File: src/rtl/traffic_pkg.sv
// Shared constants for the traffic-light controller and its interval timer.
// Holds timer FSM encodings, default tick counts and a config sanity check.
package traffic_pkg;

    localparam logic [1:0] TMR_IDLE = 2'd0;
    localparam logic [1:0] TMR_RUN  = 2'd1;
    localparam logic [1:0] TMR_DONE = 2'd2;

    localparam int TS_TICKS_DEF = 3;
    localparam int TL_TICKS_DEF = 8;

    function automatic bit timer_cfg_ok(input int cw, input int ts,
                                        input int tl, input int ps);
        return (ts >= 1) && (ts < tl) && (tl <= (1 << cw) - 1) && (ps >= 1);
    endfunction

endpackage

File: src/rtl/tick_prescaler.sv
// Divides clk into ticks: one tick every PRESCALE enabled cycles.
// clr restarts the division and suppresses the tick on that edge.
module tick_prescaler #(
    parameter int PRESCALE = 1
) (
    input  logic clk,
    input  logic reset,
    input  logic clr,
    input  logic en,
    output logic tick
);

    localparam int PW = (PRESCALE > 1) ? $clog2(PRESCALE) : 1;

    logic [PW-1:0] r_cnt;
    logic          w_wrap;

    assign w_wrap = (r_cnt == PW'(PRESCALE - 1));
    assign tick   = en && !clr && w_wrap;

    always_ff @(posedge clk) begin
        if (!reset || clr) begin
            r_cnt <= '0;
        end else if (en) begin
            r_cnt <= w_wrap ? '0 : r_cnt + PW'(1);
        end
    end

endmodule

File: src/rtl/traffic_interval_timer.sv
// Measures time since the last start pulse and raises sticky short/long flags.
// Elapsed saturates at TL_TICKS; a start pulse always wins over a tick.
module traffic_interval_timer
    import traffic_pkg::*;
#(
    parameter int CNT_W    = 4,
    parameter int TS_TICKS = TS_TICKS_DEF,
    parameter int TL_TICKS = TL_TICKS_DEF,
    parameter int PRESCALE = 1
) (
    input  logic             clk,
    input  logic             reset,
    input  logic             st,
    output logic             ts,
    output logic             tl,
    output logic             busy,
    output logic [CNT_W-1:0] elapsed
);

    if (!timer_cfg_ok(CNT_W, TS_TICKS, TL_TICKS, PRESCALE)) begin : g_bad_cfg
        $error("traffic_interval_timer: illegal tick/width parameters");
    end

    logic [1:0]       r_state;
    logic [CNT_W-1:0] r_elapsed;
    logic             r_ts;
    logic             r_tl;
    logic             r_busy;
    logic             w_tick;
    logic             w_run;
    logic [CNT_W-1:0] w_next;

    assign w_run  = (r_state == TMR_RUN);
    assign w_next = r_elapsed + CNT_W'(1);

    tick_prescaler #(
        .PRESCALE (PRESCALE)
    ) u_presc (
        .clk   (clk),
        .reset (reset),
        .clr   (st),
        .en    (w_run),
        .tick  (w_tick)
    );

    always_ff @(posedge clk) begin
        if (!reset) begin
            r_state   <= TMR_IDLE;
            r_elapsed <= '0;
            r_ts      <= 1'b0;
            r_tl      <= 1'b0;
            r_busy    <= 1'b0;
        end else if (st) begin
            r_state   <= TMR_RUN;
            r_elapsed <= '0;
            r_ts      <= 1'b0;
            r_tl      <= 1'b0;
            r_busy    <= 1'b1;
        end else if (w_run && w_tick) begin
            r_elapsed <= w_next;
            if (w_next == CNT_W'(TS_TICKS)) begin
                r_ts <= 1'b1;
            end
            // Reaching the long threshold also freezes elapsed in DONE
            if (w_next == CNT_W'(TL_TICKS)) begin
                r_tl    <= 1'b1;
                r_state <= TMR_DONE;
                r_busy  <= 1'b0;
            end
        end
    end

    assign ts      = r_ts;
    assign tl      = r_tl;
    assign busy    = r_busy;
    assign elapsed = r_elapsed;

endmodule
File: config.mk
export PLATFORM = sky130hd
export DESIGN_NAME = traffic_interval_timer
export DESIGN_NICKNAME = d
export VERILOG_FILES = /design/src/rtl/traffic_pkg.sv /design/src/rtl/tick_prescaler.sv /design/src/rtl/traffic_interval_timer.sv
export SDC_FILE = /design/constraint.sdc
export NUM_CORES = 1
export LEC_CHECK = 0
export ABC_AREA = 1
export CORE_AREA = 2 2 39 41
export DETAILED_ROUTE_END_ITERATION = 7
export DIE_AREA = 0 0 41 43
export HOLD_SLACK_MARGIN = 0.05
export PLACE_DENSITY = 0.47
export REMOVE_ABC_BUFFERS = 1
export SLEW_MARGIN = 15
export SYNTH_ARGS = -nofsm -noshare
export SYNTH_HDL_FRONTEND = slang
export SYNTH_SLANG_ARGS = --single-unit
File: constraint.sdc
create_clock -name clk -period 0.9 [get_ports clk]
set_input_delay 0.135 -clock clk [delete_from_list [all_inputs] [get_ports clk]]
set_output_delay 0.135 -clock clk [all_outputs]
set_load 0.005 [all_outputs]
==> metrics.md, run 1 <==
| Metric | Value |
|---|---|
| Failing checks | negative setup slack |
| Gr usage total | 11.9% |
| GRT overflow | 0 |
| CP required | 760 ps |
| Yosys top cell area share | 41.0% |
| Post-Syn Area per Cell | 7.94 um2 |
| Synth Flop Type | dfxtp_1 |
| Antenna Diode Count | 0 |
| Via density per instance | 4.39 |
| Final WL | 902 um |
| Met3 usage | 3.14% |
| Worst Skew | 0.728 ps |
| Max-Cap Viols | 0 |
| RePlAce Congestion | 0.670 |
| CTS sink count | 7 |
| Slew HR | 83.9% |
| GR peak layer | met2 |
| Initial drt markers | 0 |
| First-pass GRT wire length | 1370 um |
| Final Hold Vio Count | 0 |
| I/O pin cnt | 10 |
| CP Cell Sequence | buf_4 > buf_6 > buf_6 |
| Slew Limit Fails | 0 |
| Clock H-tree levels | 1 |
| Clock root cell | clkbuf_4 |
| Synth Instances | 43 |
| Die width | 41 um |
| Post-synth top cells | inv_1, dfxtp_1, a21oi_1, nand2_1 |
| Via count | 395 |
| Peak supply drop | 0.468 mV |
| Setup WS post-layout | -151 ps |
| Top post-synthesis cells by area | dfxtp_1, a21oi_1, inv_1 |
| Core box area | 0.00138 mm2 |
| Number of global-route vias before repair | 332 |
| Post-DP HPWL | 573 um |
| Mean routed wirelength per cell | 10.0 um |
| Nets | 80 |
| Library cells used by synthesis | 17 |
| Crit path depth | 3 |
| PwrDens | 1060 mW/mm2 |
| EDFF count, synth | 0 |
| Placed cells | 77 |
| Critical-path top delay cell | dfxtp_2 |
| Most common cell in the netlist | inv_1 |
| Die ar. | 0.00176 mm2 |
| Largest net degree at the start of global routing | 7 |
| DRC viols | 0 |
| Synthesis Warnings | 0 |
| Post-route insts no fill | 90 |
| Layout Utilization | 51.2% |
| Fraction of layout instances using a drive strength above 1 | 71.6% |
| WP data arrival | 920 ps |
| Met2 Resource Use GR | 17.8% |
| Initial Util | 24.7% |
| Layout area overhead | 107% |
| Crit path buf inv count | 3 |
| Final min period | 1050 ps |
| Slew @ Worst Pin | 239 ps |
| Final worst-path cycle share | 117% |
| Hold path depth | 3 |
| Leak | 0.316 nW |
| Clock-pin slew on the worst setup and hold paths | 60 ps |
| Crit-path max FO | 2 |
| Row cnt | 14 |
| Outcome | finished with violations |
| Initial antenna violation count | 0 |
| Seq/Total Area, Yosys | 41.0% |
| CTS buffer count | 3 |
| Met1 Use GR | 14.1% |
| Setup-failing EPs final | 10 |
| Kind of critical path | reg2out |
| Worst Hold Class | in2reg |
| Worst setup EP type | output pin |
| TritonCTS clock tree | built |
| Die height | 43 um |
| R2R depth | 7 |
| Post-route setup TNS | -916 ps |
| Antenna viol nets, final | 0 |
| Pre-antenna DRT Iters | 1 |
| IO buf count | 9 |
| Worst skew pair latency | 250 ps |
| CP max stage delay | 330 ps |
| Crit-path leading delay family | flip-flops |
| Setup crit start kind | flip-flop |
| Post-synth ARST share | 0% |
| Max Clk Rate | 951 MHz |
| Synthesized area | 342 um2 |
| FF+latch count, synth | 7 |
| Largest area contributor in the synthesized netlist | dfxtp_1 |
| RSZ-0062 raised after global routing | yes |
| Max clock buf depth | 2 |
| CP most frequent cell | buf_6 |
| # fillers | 133 |
-- flip-flops by register name (all words and copies together), names as in the netlist --
name,cells
elapsed,4
r_state,1
tl,1
ts,1
-- cell usage in the layout, fill, tap and decap left out, types with 2 or more instances in the layout --
master	synthesis	layout
buf_4	0	9
a21oi_2	1	3
a21oi_1	6	4
clkbuf_4	0	3
buf_6	0	12
inv_2	1	5
dfxtp_2	0	6
nand2_2	1	3
buf_2	0	3
nand2_1	6	4
ha_4	0	2
inv_1	8	3
-- report_power, final --
group	internal, mW	total [mW]	switching, mW
registers	0.318	0.323	0.00508
clock network	0.170	0.304	0.134
logic	0.0721	0.124	0.0518
total	0.561	0.751	0.191
-- per-stage QoR --
| step | power, mW | setup WS, ps | instance area (um2) | hold slack, ps |
|---|---|---|---|---|
| final | 0.751 | -151 | 708 | 265 |
| after global placement | 0.407 | -293 | 519 | 440 |
| after global routing | 0.784 | -215 | 708 | 316 |
| after floorplan | 0.359 | -154 | 342 | 273 |
| after detailed placement | 0.407 | -293 | 519 | 438 |
| after CTS | 0.748 | -160 | 684 | 444 |
-- layer usage --
layer  routed length, um  vias up
li1                    -      201
met1                 387      182
met2                 462       10
met3                  37        2
met4                  14        0
met5                   0        -
-- area by class of cell --
cell class	count	area, um2	share of cell area [%]
tap	16	20.0	2.83
clock buffer	4	26.3	3.71
multi-input combinational	27	226	32.0
timing repair buffer	27	251	35.5
sequential	7	148	20.8
inverter	9	36.3	5.12
-- kinds of logic after synthesis --
logic type,synth area share [%]
AOI/OAI and AO/OA,16.5
xor gates and xnor gates,2.56
adders and majority gates,7.32
buffers and inverters,9.89
DFF,41.0
and+or+nand+nor,22.7
-- timing repair --
item	in CTS	in global routing
buffers inserted	8	1
setup endpoints to repair	14	11
resized for setup	59	6
hold buffers	0	0
pin swaps	13	5
-- final timing paths --
| kind | startpoint | to | slack, ps |
|---|---|---|---|
| setup / recovery | elapsed[1] | elapsed[1] | -150 |
| hold reg to reg | ts | ts | 440 |
| hold / removal | st | r_state[0] | 270 |
| setup reg to reg | elapsed[1] | ts | -140 |
-- worst min-delay path, cell delays in order --
cell,delay [ps]
dlymetal6s2s_1,110
o21ai_0,110
a21oi_2,120
Power figures use the tool's default switching activity.
==> run 2: changes to the inputs <==
--- a/config.mk
+++ b/config.mk
@@ -9,10 +9,12 @@
 export CORE_AREA = 2 2 39 41
 export DETAILED_ROUTE_END_ITERATION = 7
 export DIE_AREA = 0 0 41 43
+export DONT_BUFFER_PORTS = 1
 export HOLD_SLACK_MARGIN = 0.05
-export PLACE_DENSITY = 0.47
+export PLACE_DENSITY = 0.37
 export REMOVE_ABC_BUFFERS = 1
 export SLEW_MARGIN = 15
 export SYNTH_ARGS = -nofsm -noshare
 export SYNTH_HDL_FRONTEND = slang
 export SYNTH_SLANG_ARGS = --single-unit
+export TNS_END_PERCENT = 20
==> metrics.md, run 2 (synthesis results as in run 1) <==
| Metric | Value |
|---|---|
| Outcome | finished with violations |
| Failing checks | negative setup slack |
| Setup crit start kind | flip-flop |
| Final worst-path cycle share | 118% (+0.84 points) |
| Max Clk Rate | 944 MHz (-0.71%) |
| Slew HR | 82.9% (-0.99 points) |
| Kind of critical path | reg2out |
| CTS sink count | 7 (unchanged) |
| Slew Limit Fails | 0 (unchanged) |
| Crit-path max FO | 4 (+2) |
| Critical-path top delay cell | dfxtp_2 |
| Critical R2R Launch | elapsed[0] |
| Worst setup EP type | output pin |
| Crit-path leading delay family | buffers and inverters |
| Slew @ Worst Pin | 256 ps (+16.8 ps) |
| Min-delay src | st |
| Net Sw Power | 0.161 mW (-16%) |
| Die height | 43 um (unchanged) |
| Worst Skew | 0.272 ps (-0.456 ps) |
| Switching Share | 23.6% (-1.8 points) |
| CP most frequent cell | buf_6 |
| I/O pin cnt | 10 (unchanged) |
| Final Power | 0.681 mW (-9.4%) |
| Peak supply drop | 0.464 mV (-0.88%) |
| Largest net degree at the start of global routing | 7 (unchanged) |
| Post-route setup TNS | -804 ps (+112 ps) |
| Mean routed wirelength per cell | 10.4 um (+3.4%) |
| Via count | 344 (-13%) |
| Hold path depth | 2 (-1) |
| Initial drt markers | 5 (+5) |
| Post-DP HPWL | 588 um (+2.7%) |
| Crit path buf inv count | 3 (unchanged) |
| Setup WS post-layout | -159 ps (-7.56 ps) |
| Max-Cap Viols | 0 (unchanged) |
| Initial Util | 24.7% (unchanged) |
| GRT overflow | 0 (unchanged) |
| Antenna viol nets, final | 0 (unchanged) |
| Combinational share of power | 11.1% (-5.4 points) |
| Placed cell area | 459 um2 (-12%) |
| Hold path endpoint | r_state[0] |
| Final instance area | 597 um2 (-16%) |
| Nets | 68 (-15%) |
| Setup-failing EPs final | 9 (-1) |
| Die ar. | 0.00176 mm2 (unchanged) |
| Post-route insts no fill | 78 (-13%) |
| First-pass GRT wire length | 1360 um (-1.0%) |
| Placed cells | 72 (-6.5%) |
| Clock root cell | clkbuf_4 |
| Worst skew pair latency | 250 ps (about the same) |
| Reg2reg end | tl |
| Via density per instance | 4.41 (+0.49%) |
| RSZ-0062 raised after global routing | yes |
| R2R depth | 5 (-2) |
| Clock H-tree levels | 1 (unchanged) |
| Max reg flops | 4 (unchanged) |
| Max clock buf depth | 2 (unchanged) |
| CP max stage delay | 330 ps (about the same) |
| Row cnt | 14 (unchanged) |
| Pre-antenna DRT Iters | 4 (+3) |
| DRC viols | 0 (unchanged) |
| Sequential power share | 47.3% (+4.3 points) |
| Layout area overhead | 74.7% |
| Worst Hold Class | in2reg |
| Antenna Diode Count | 0 (unchanged) |
| Initial antenna violation count | 0 (unchanged) |
| IO buf count | 0 (-9) |
| Clk pwr share | 41.6% (+1.1 points) |
| Gr usage total | 11.8% (-0.11 points) |
| Final WL | 808 um (-10%) |
| Clock-pin slew on the worst setup and hold paths | 50 ps (about the same) |
| CP Cell Sequence | buf_6 > buf_6 > buf_6 |
| Fraction of layout instances using a drive strength above 1 | 61.3% (-10 points) |
| Final Hold Vio Count | 0 (unchanged) |
| PwrDens | 1140 mW/mm2 (+7.6%) |
| Setup WS pre-CTS | -224 ps (+68.9 ps) |
| Leak | 0.243 nW (-23%) |
| CP required | 760 ps (about the same) |
| Most frequent cells in the layout | buf_4, inv_1, buf_6 |
| Reg2reg setup slack | -120 ps (+20 ps) |
| Final min period | 1060 ps (+7.56 ps) |
| Commonest non-fill, non-tap cell in the layout | buf_4 |
| RePlAce Congestion | 0.692 (+3.2%) |
| Die width | 41 um (unchanged) |
| P_int | 0.520 mW (-7.2%) |
| CTS buffer count | 3 (unchanged) |
| WP data arrival | 920 ps (about the same) |
| Core box area | 0.00138 mm2 (unchanged) |
| TritonCTS clock tree | built |
| Number of global-route vias before repair | 330 (-0.60%) |
-- run 2: layout make-up --
| class | instances | area (um2) |
|---|---|---|
| fill | 145 | 787 |
| multi-input combinational | 27 | 226 |
| sequential | 7 | 150 |
| timing repair buffer | 15 | 138 |
| inverter | 9 | 36.3 |
| clock buffer | 4 | 26.3 |
| tap | 16 | 20.0 |
-- run 2: power groups by stage --
| stage | logic (mW) | clock network, mW | registers [mW] |
|---|---|---|---|
| floorplan | 0.0273 | 0 | 0.332 |
| global placement | 0.0545 | 0 | 0.330 |
| detailed placement | 0.0558 | 0 | 0.331 |
| CTS | 0.0679 | 0.292 | 0.325 |
| global route | 0.0842 | 0.321 | 0.323 |
| finish | 0.0756 | 0.283 | 0.322 |
-- run 2: metal layers --
layer  global-route usage (%)  part of all wire [%]  vias up
li1                         -                     -      178
met1                     14.4                    45      151
met2                     16.3                    46       12
met3                     4.71                   7.2        3
met4                     8.00                   1.7        0
met5                        0                     0        -
-- run 2: worst max-delay path by stage --
stage,startpoint,end,slack (ps),depth (start not counted)
2_1_floorplan,elapsed[1],tl,-150,5
3_3_place_gp,elapsed[0],tl,-210,5
3_5_place_dp,elapsed[0],tl,-220,5
4_1_cts,elapsed[1],elapsed[1],-150,3
5_1_grt,elapsed[1],elapsed[1],-190,3
6_report,elapsed[1],elapsed[1],-160,3
-- run 2: metrics by stage --
stage,hold slack [ps],utilization [%]
2_1_floorplan,273,-
3_3_place_gp,283,33.2
3_5_place_dp,287,33.2
4_1_cts,90.5,39.8
5_1_grt,98.2,43.1
6_report,95.5,43.1
-- run 2: timing repair --
item                                    in CTS  in global routing
hold buffers                                 1                  0
endpoints found under the setup margin      10                 10
gates resized for setup                     18                 11
pin swaps                                    3                  6
endpoints found under the hold margin        1                  0
cloned                                       0                  0
buffers inserted                             0                  1
